**src/rtl/nn_config_if.sv**
```systemverilog
// nn_config_if: host word stream in, per-neuron configuration writes out to the network
interface nn_config_if;
  logic        start;
  logic [31:0] s_data;
  logic        s_valid;
  logic        s_ready;
  logic [31:0] config_in;
  logic        config_valid;
  logic        config_type;
  logic [1:0]  config_layer_num;
  logic [4:0]  config_neuron_num;
  logic        busy;
  logic        done;
  modport master (
    output start, s_data, s_valid,
    input  s_ready, config_in, config_valid, config_type, config_layer_num, config_neuron_num, busy, done
  );
  modport slave (
    input  start, s_data, s_valid,
    output s_ready, config_in, config_valid, config_type, config_layer_num, config_neuron_num, busy, done
  );
endinterface

```
**src/rtl/nn_config_loader.sv**
```systemverilog
// nn_config_loader: streams host words into network weights, then biases (bias pass only with NN_CONFIG_BIAS_EN)
module nn_config_loader #(
  parameter int NUM_LAYERS  = 3,
  parameter int NUM_NEURONS = 30,
  parameter int NUM_WEIGHTS = 784
) (
  input logic       clk,
  input logic       rst,
  nn_config_if.slave bus
);
  localparam int NW = NUM_NEURONS > 1 ? $clog2(NUM_NEURONS) : 1;
  localparam int WW = NUM_WEIGHTS > 1 ? $clog2(NUM_WEIGHTS) : 1;
  localparam logic [1:0]    L_MAX = 2'(NUM_LAYERS);
  localparam logic [NW-1:0] N_MAX = NW'(NUM_NEURONS - 1);
  localparam logic [WW-1:0] W_MAX = WW'(NUM_WEIGHTS - 1);
`ifdef NN_CONFIG_BIAS_EN
  typedef enum logic [1:0] {IDLE, WEIGHT, BIAS, DONE} state_t;
`else
  typedef enum logic [1:0] {IDLE, WEIGHT, DONE} state_t;
`endif
  state_t        state;
  logic [1:0]    layer;
  logic [NW-1:0] neuron;
  logic [WW-1:0] widx;
  logic          last_l, last_n, last_w;
  assign last_l = layer == L_MAX;
  assign last_n = neuron == N_MAX;
  assign last_w = widx == W_MAX;
`ifndef NN_CONFIG_BIAS_EN
  assign bus.config_type = 1'b0;
`endif
  always_ff @(posedge clk or posedge rst)
    if (rst) begin
      state                 <= IDLE;
      layer                 <= '0;
      neuron                <= '0;
      widx                  <= '0;
      bus.config_valid      <= 1'b0;
      bus.config_in         <= '0;
      bus.config_layer_num  <= '0;
      bus.config_neuron_num <= '0;
      bus.busy              <= 1'b0;
      bus.done              <= 1'b0;
      bus.s_ready           <= 1'b0;
`ifdef NN_CONFIG_BIAS_EN
      bus.config_type       <= 1'b0;
`endif
    end else begin
      bus.config_valid <= 1'b0;
      case (state)
        IDLE, DONE: if (bus.start) begin
          state       <= WEIGHT;
          layer       <= 2'd1;
          neuron      <= '0;
          widx        <= '0;
          bus.done    <= 1'b0;
          bus.busy    <= 1'b1;
          bus.s_ready <= 1'b1;
        end
        WEIGHT: if (bus.s_valid) begin
          bus.config_valid      <= 1'b1;
          bus.config_in         <= {16'd0, bus.s_data[15:0]};
          bus.config_layer_num  <= layer;
          bus.config_neuron_num <= 5'(neuron);
`ifdef NN_CONFIG_BIAS_EN
          bus.config_type       <= 1'b0;
`endif
          widx <= last_w ? '0 : widx + 1'b1;
          if (last_w) begin
            neuron <= last_n ? '0 : neuron + 1'b1;
            if (last_n) layer <= last_l ? 2'd1 : layer + 2'd1;
          end
          if (last_w && last_n && last_l) begin
`ifdef NN_CONFIG_BIAS_EN
            state       <= BIAS;
`else
            state       <= DONE;
            bus.done    <= 1'b1;
            bus.busy    <= 1'b0;
            bus.s_ready <= 1'b0;
`endif
          end
        end
`ifdef NN_CONFIG_BIAS_EN
        BIAS: if (bus.s_valid) begin
          bus.config_valid      <= 1'b1;
          bus.config_in         <= bus.s_data;
          bus.config_type       <= 1'b1;
          bus.config_layer_num  <= layer;
          bus.config_neuron_num <= 5'(neuron);
          neuron <= last_n ? '0 : neuron + 1'b1;
          if (last_n) layer <= last_l ? 2'd1 : layer + 2'd1;
          if (last_n && last_l) begin
            state       <= DONE;
            bus.done    <= 1'b1;
            bus.busy    <= 1'b0;
            bus.s_ready <= 1'b0;
          end
        end
`endif
        default: state <= IDLE;
      endcase
    end
endmodule

```
**src/flat_wrapper.sv**
```systemverilog
// flat-port wrapper written by rule: the top's interface ports become plain ports
module nn_config_loader_flat 
#(
  parameter int NUM_LAYERS  = 3,
  parameter int NUM_NEURONS = 30,
  parameter int NUM_WEIGHTS = 784
)
  (clk, rst, bus_start, bus_s_data, bus_s_valid, bus_s_ready, bus_config_in, bus_config_valid, bus_config_type, bus_config_layer_num, bus_config_neuron_num, bus_busy, bus_done);
  nn_config_if bus_i ();
  input logic clk;
  input logic rst;
  input wire logic [$bits(bus_i.start)-1:0] bus_start;
  input wire logic [$bits(bus_i.s_data)-1:0] bus_s_data;
  input wire logic [$bits(bus_i.s_valid)-1:0] bus_s_valid;
  output wire logic [$bits(bus_i.s_ready)-1:0] bus_s_ready;
  output wire logic [$bits(bus_i.config_in)-1:0] bus_config_in;
  output wire logic [$bits(bus_i.config_valid)-1:0] bus_config_valid;
  output wire logic [$bits(bus_i.config_type)-1:0] bus_config_type;
  output wire logic [$bits(bus_i.config_layer_num)-1:0] bus_config_layer_num;
  output wire logic [$bits(bus_i.config_neuron_num)-1:0] bus_config_neuron_num;
  output wire logic [$bits(bus_i.busy)-1:0] bus_busy;
  output wire logic [$bits(bus_i.done)-1:0] bus_done;
  assign bus_i.start = bus_start;
  assign bus_i.s_data = bus_s_data;
  assign bus_i.s_valid = bus_s_valid;
  assign bus_s_ready = bus_i.s_ready;
  assign bus_config_in = bus_i.config_in;
  assign bus_config_valid = bus_i.config_valid;
  assign bus_config_type = bus_i.config_type;
  assign bus_config_layer_num = bus_i.config_layer_num;
  assign bus_config_neuron_num = bus_i.config_neuron_num;
  assign bus_busy = bus_i.busy;
  assign bus_done = bus_i.done;
  nn_config_loader #(.NUM_LAYERS(NUM_LAYERS), .NUM_NEURONS(NUM_NEURONS), .NUM_WEIGHTS(NUM_WEIGHTS)) u_core (.clk(clk), .rst(rst), .bus(bus_i));
endmodule
```
**config.mk**
```make
export PLATFORM = sky130hd
export DESIGN_NAME = nn_config_loader_flat
export DESIGN_NICKNAME = d
export VERILOG_FILES = /design/src/rtl/nn_config_if.sv /design/src/rtl/nn_config_loader.sv /design/src/flat_wrapper.sv
export SDC_FILE = /design/constraint.sdc
export NUM_CORES = 1
export LEC_CHECK = 0
export CORE_MARGIN = 5
export CORE_UTILIZATION = 42
export CTS_CLUSTER_DIAMETER = 100
export DETAILED_ROUTE_END_ITERATION = 7
export GPL_TIMING_DRIVEN = 0
export MAX_ROUTING_LAYER = met4
export PLACE_DENSITY = 0.81
export SETUP_SLACK_MARGIN = 0.1
export SLEW_MARGIN = 30
export SYNTH_ARGS = -nofsm -noshare
export SYNTH_HDL_FRONTEND = slang
export SYNTH_SLANG_ARGS = --single-unit
```
**constraint.sdc**
```tcl
create_clock -name clk -period 2.1 [get_ports clk]
set_clock_uncertainty 0.1 [all_clocks]
set_input_delay 0.42 -clock clk [delete_from_list [all_inputs] [get_ports clk]]
set_output_delay 0.42 -clock clk [all_outputs]
set_load 0.02 [all_outputs]
```
==> results by group <==
Setup path
  – Crit Path Class: reg -> out
  – Arrival time at the worst endpoint: 1400 ps
  – CP max FO: 3
  – Crit path launch type: register
  – R2R Path End: u_core.layer[1]
  – Crit end category: primary output
  – WP data required: 1580 ps
  – RR Startpoint: u_core.widx[1]
  – Cells on worst reg2reg path: 6
  – R2R Setup Slk: 210 ps

Drt
  – DRC Markers: 0
  – First-pass detailed-route iteration total: 4
  – Vias per cell: 4.65
  – WL/cell: 13.2 um
  – Via count: 1748
  – DR iter-0 viols: 107
  – Final ANT Viol Nets: 0
  – Total Wirelength: 4950 um

Power
  – Sw frac: 31.7%
  – Sequential power share: 50.6%
  – Internal power: 1.46 mW
  – Switching Power: 0.677 mW
  – Peak VDD IR: 0.000401 V
  – Clock Power Share: 25.5%
  – Comb pwr share: 23.9%
  – Static Leak: 1.46 nW
  – Power Dens Cells: 703 nW/um^2

Synthesis
  – Synthesis Warnings: 0
  – Synth Register Bits: 45
  – Synth Area per Inst: 9.79 sq um
  – Post-synth cell types: 48
  – Post-Syn Area: 2280 sq um
  – Post-Synthesis Cells: 233
  – Sequential-to-total area share from yosys stat: 49.3%

Timing
  – Final worst setup slack: 183 ps
  – Pins Over Slew Limit: 0
  – Final Hold Fails: 0
  – Period minus WS final: 1920 ps
  – Final-report setup violation count: 0
  – Final period util: 91.3%
  – RSZ-0062 raised after global routing: false
  – Fmax: 522 MHz

Layout
  – Antenna cells: 0
  – Commonest non-fill, non-tap cell in the layout: nand2_1
  – Utilization after layout: 58.3%
  – Fill cell count: 457
  – Commonest non-fill, non-tap cells in the layout: nand2_1 (71), clkdlybuf4s50_1 (46), dfrtp_1 (45), buf_4 (20), conb_1 (17)
  – Nets: 346
  – Layout cells sized above 1: 18.6%
  – Area growth syn-to-layout: 33.0%

CTS
  – Clock Latency Late Sink: 300 ps
  – Clock slew at reported path FFs: 90 ps
  – TritonCTS buffer count: 5
  – Hold Buf Count CTS: 0
  – Clk Tree Root Cell: clkbuf_8
  – Number of H-tree levels: 2
  – CTS max path bufs: 2
  – CTS tree: built
  – CTS sink count: 45

Floorplan
  – Full die area: 7010 sq um
  – Initial core utilization: 43.8%
  – Total I/O pin count: 80
  – Die Ht: 83.7 um
  – Die W: 83.7 um
  – Num rows: 26
  – Core Area: 5200 sq um

Global route
  – GRT Residual Overflow: 0
  – GRT Total Usage: 15.1%
  – First-pass GRT wire length: 8390 um
  – Antenna violations before repair: 0
  – Largest net degree at the start of global routing: 28
  – Vias in the first global route: 1767

Place
  – PortBufs: 46
  – Placed wire-length estimate: 3680 um
  – Worst slack, placed: -161 ps
  – Final estimated routing congestion in global placement: 0.779

Job
  – Max-Cap Viols: 0

Min path
  – Worst Hold Class: in -> async

Status
  – Status: finished, final reports clean
[area by class of cell]
class	instances	area, sq um	share of cell area [%]
Buffer	29	228	7.50
Clock buffer	5	68.8	2.27
Clock inverter	3	22.5	0.742
Inverter	6	22.5	0.742
Multi-Input combinational cell	169	985	32.4
Sequential cell	45	1130	37.1
Tap cell	70	87.6	2.89
Timing Repair Buffer	49	495	16.3
[kinds of logic after synthesis]
family	Yosys count	synth area share, %
DFF	45	49.3
adders and majority gates	5	2.74
buffers and inverters	35	10.9
AOI/OAI and AO/OA	31	10.7
muxes	2	0.987
and+or+nand+nor	108	22.8
xor gates and xnor gates	6	2.30
other	1	0.164
[layer usage]
| metal | part of all wire (%) | routed length [um] | global-route usage, % |
|---|---|---|---|
| met4 | 1.4 | 70 | 4.82 |
| met3 | 4.4 | 217 | 3.55 |
| met5 | 0 | 0 | - |
| met1 | 46 | 2260 | 18.8 |
| met2 | 49 | 2410 | 24.2 |
[power by group through the flow]
| stage | Sequential, mW | Clock, mW | Combinational (mW) |
|---|---|---|---|
| after floorplan | 1.13 | 0 | 0.251 |
| after global placement | 1.09 | 0 | 0.479 |
| after detailed placement | 1.09 | 0 | 0.497 |
| after CTS | 1.08 | 0.555 | 0.500 |
| after global routing | 1.09 | 0.598 | 0.564 |
| final | 1.08 | 0.545 | 0.510 |
[worst max-delay path by stage]
stage / from / endpoint / slack, ps / cells past startpoint
after global placement: rst / u_core.bus.config_in[11] / -410 / 2
after floorplan: u_core.widx[0] / u_core.layer[0] / 240 / 6
after global routing: u_core.widx[0] / u_core.layer[0] / 120 / 6
final: u_core.bus.s_ready / bus_s_ready / 180 / 2
after detailed placement: bus_s_valid / u_core.bus.config_in[12] / -160 / 7
after CTS: u_core.widx[0] / u_core.layer[1] / 140 / 6
[repair_timing]
action                     4_1_cts  5_1_grt
gates resized for setup          1        4
setup endpoints to repair        2       20
cloned                           0        0
setup buffers                    1        1
pin swaps                        1        0
[cells in the mapped netlist (all sizes together)]
cell type	count	area (sq um)
o211ai	3	22.5
or2	3	18.8
nand3	1	5.00
mux2	2	22.5
and3	1	6.26
o32a	1	10.0
nand2b	2	15.0
buf	26	205
nand2	71	267
and2	2	12.5
nor3	3	26.3
o2111ai	3	26.3
nor3b	3	22.5
dfrtp	45	1130
ha	5	62.6
a31o	1	8.76
nand3b	2	27.5
nor4	1	6.26
conb	1	3.75
clkbuf	3	21.3
inv	6	22.5
xor2	5	43.8
and4	2	17.5
xnor2	1	8.76
o31ai	7	52.6
o21ai	7	35.0
a31oi	2	12.5
and4b	1	10.0
nor2	12	52.6
or4	1	7.51
a21oi	1	5.00
nand4b	2	17.5
o41ai	2	32.5
nor2b	1	8.76
a41oi	1	16.3
a21o	3	23.8
[state kept, by name, indices dropped and copies added (netlist names)]
signal,flops
u_core.bus.config_in,16
u_core.bus.config_layer_num,2
u_core.bus.config_neuron_num,5
u_core.bus.config_valid,1
u_core.bus.done,1
u_core.bus.s_ready,1
u_core.layer,2
u_core.neuron,5
u_core.state,2
u_core.widx,10
[stage by stage]
stage               hold slack [ps]  instances  setup TNS, ps  instance area [sq um]  power, mW
CTS                             338        375              0                   3010       2.13
finish                          324        376              0                   3040       2.13
global route                    371        376              0                   3040       2.26
floorplan                       365        249              0                   2340       1.38
global placement                358        365         -19650                   2890       1.57
detailed placement              362        366          -1750                   2910       1.59
[worst max-delay path: stages, from the launching register on]
cell,delay [ps]
dfrtp_1,390
buf_4,120
clkdlybuf4s50_1,590
No activity file was read; power rests on OpenSTA's default activity.
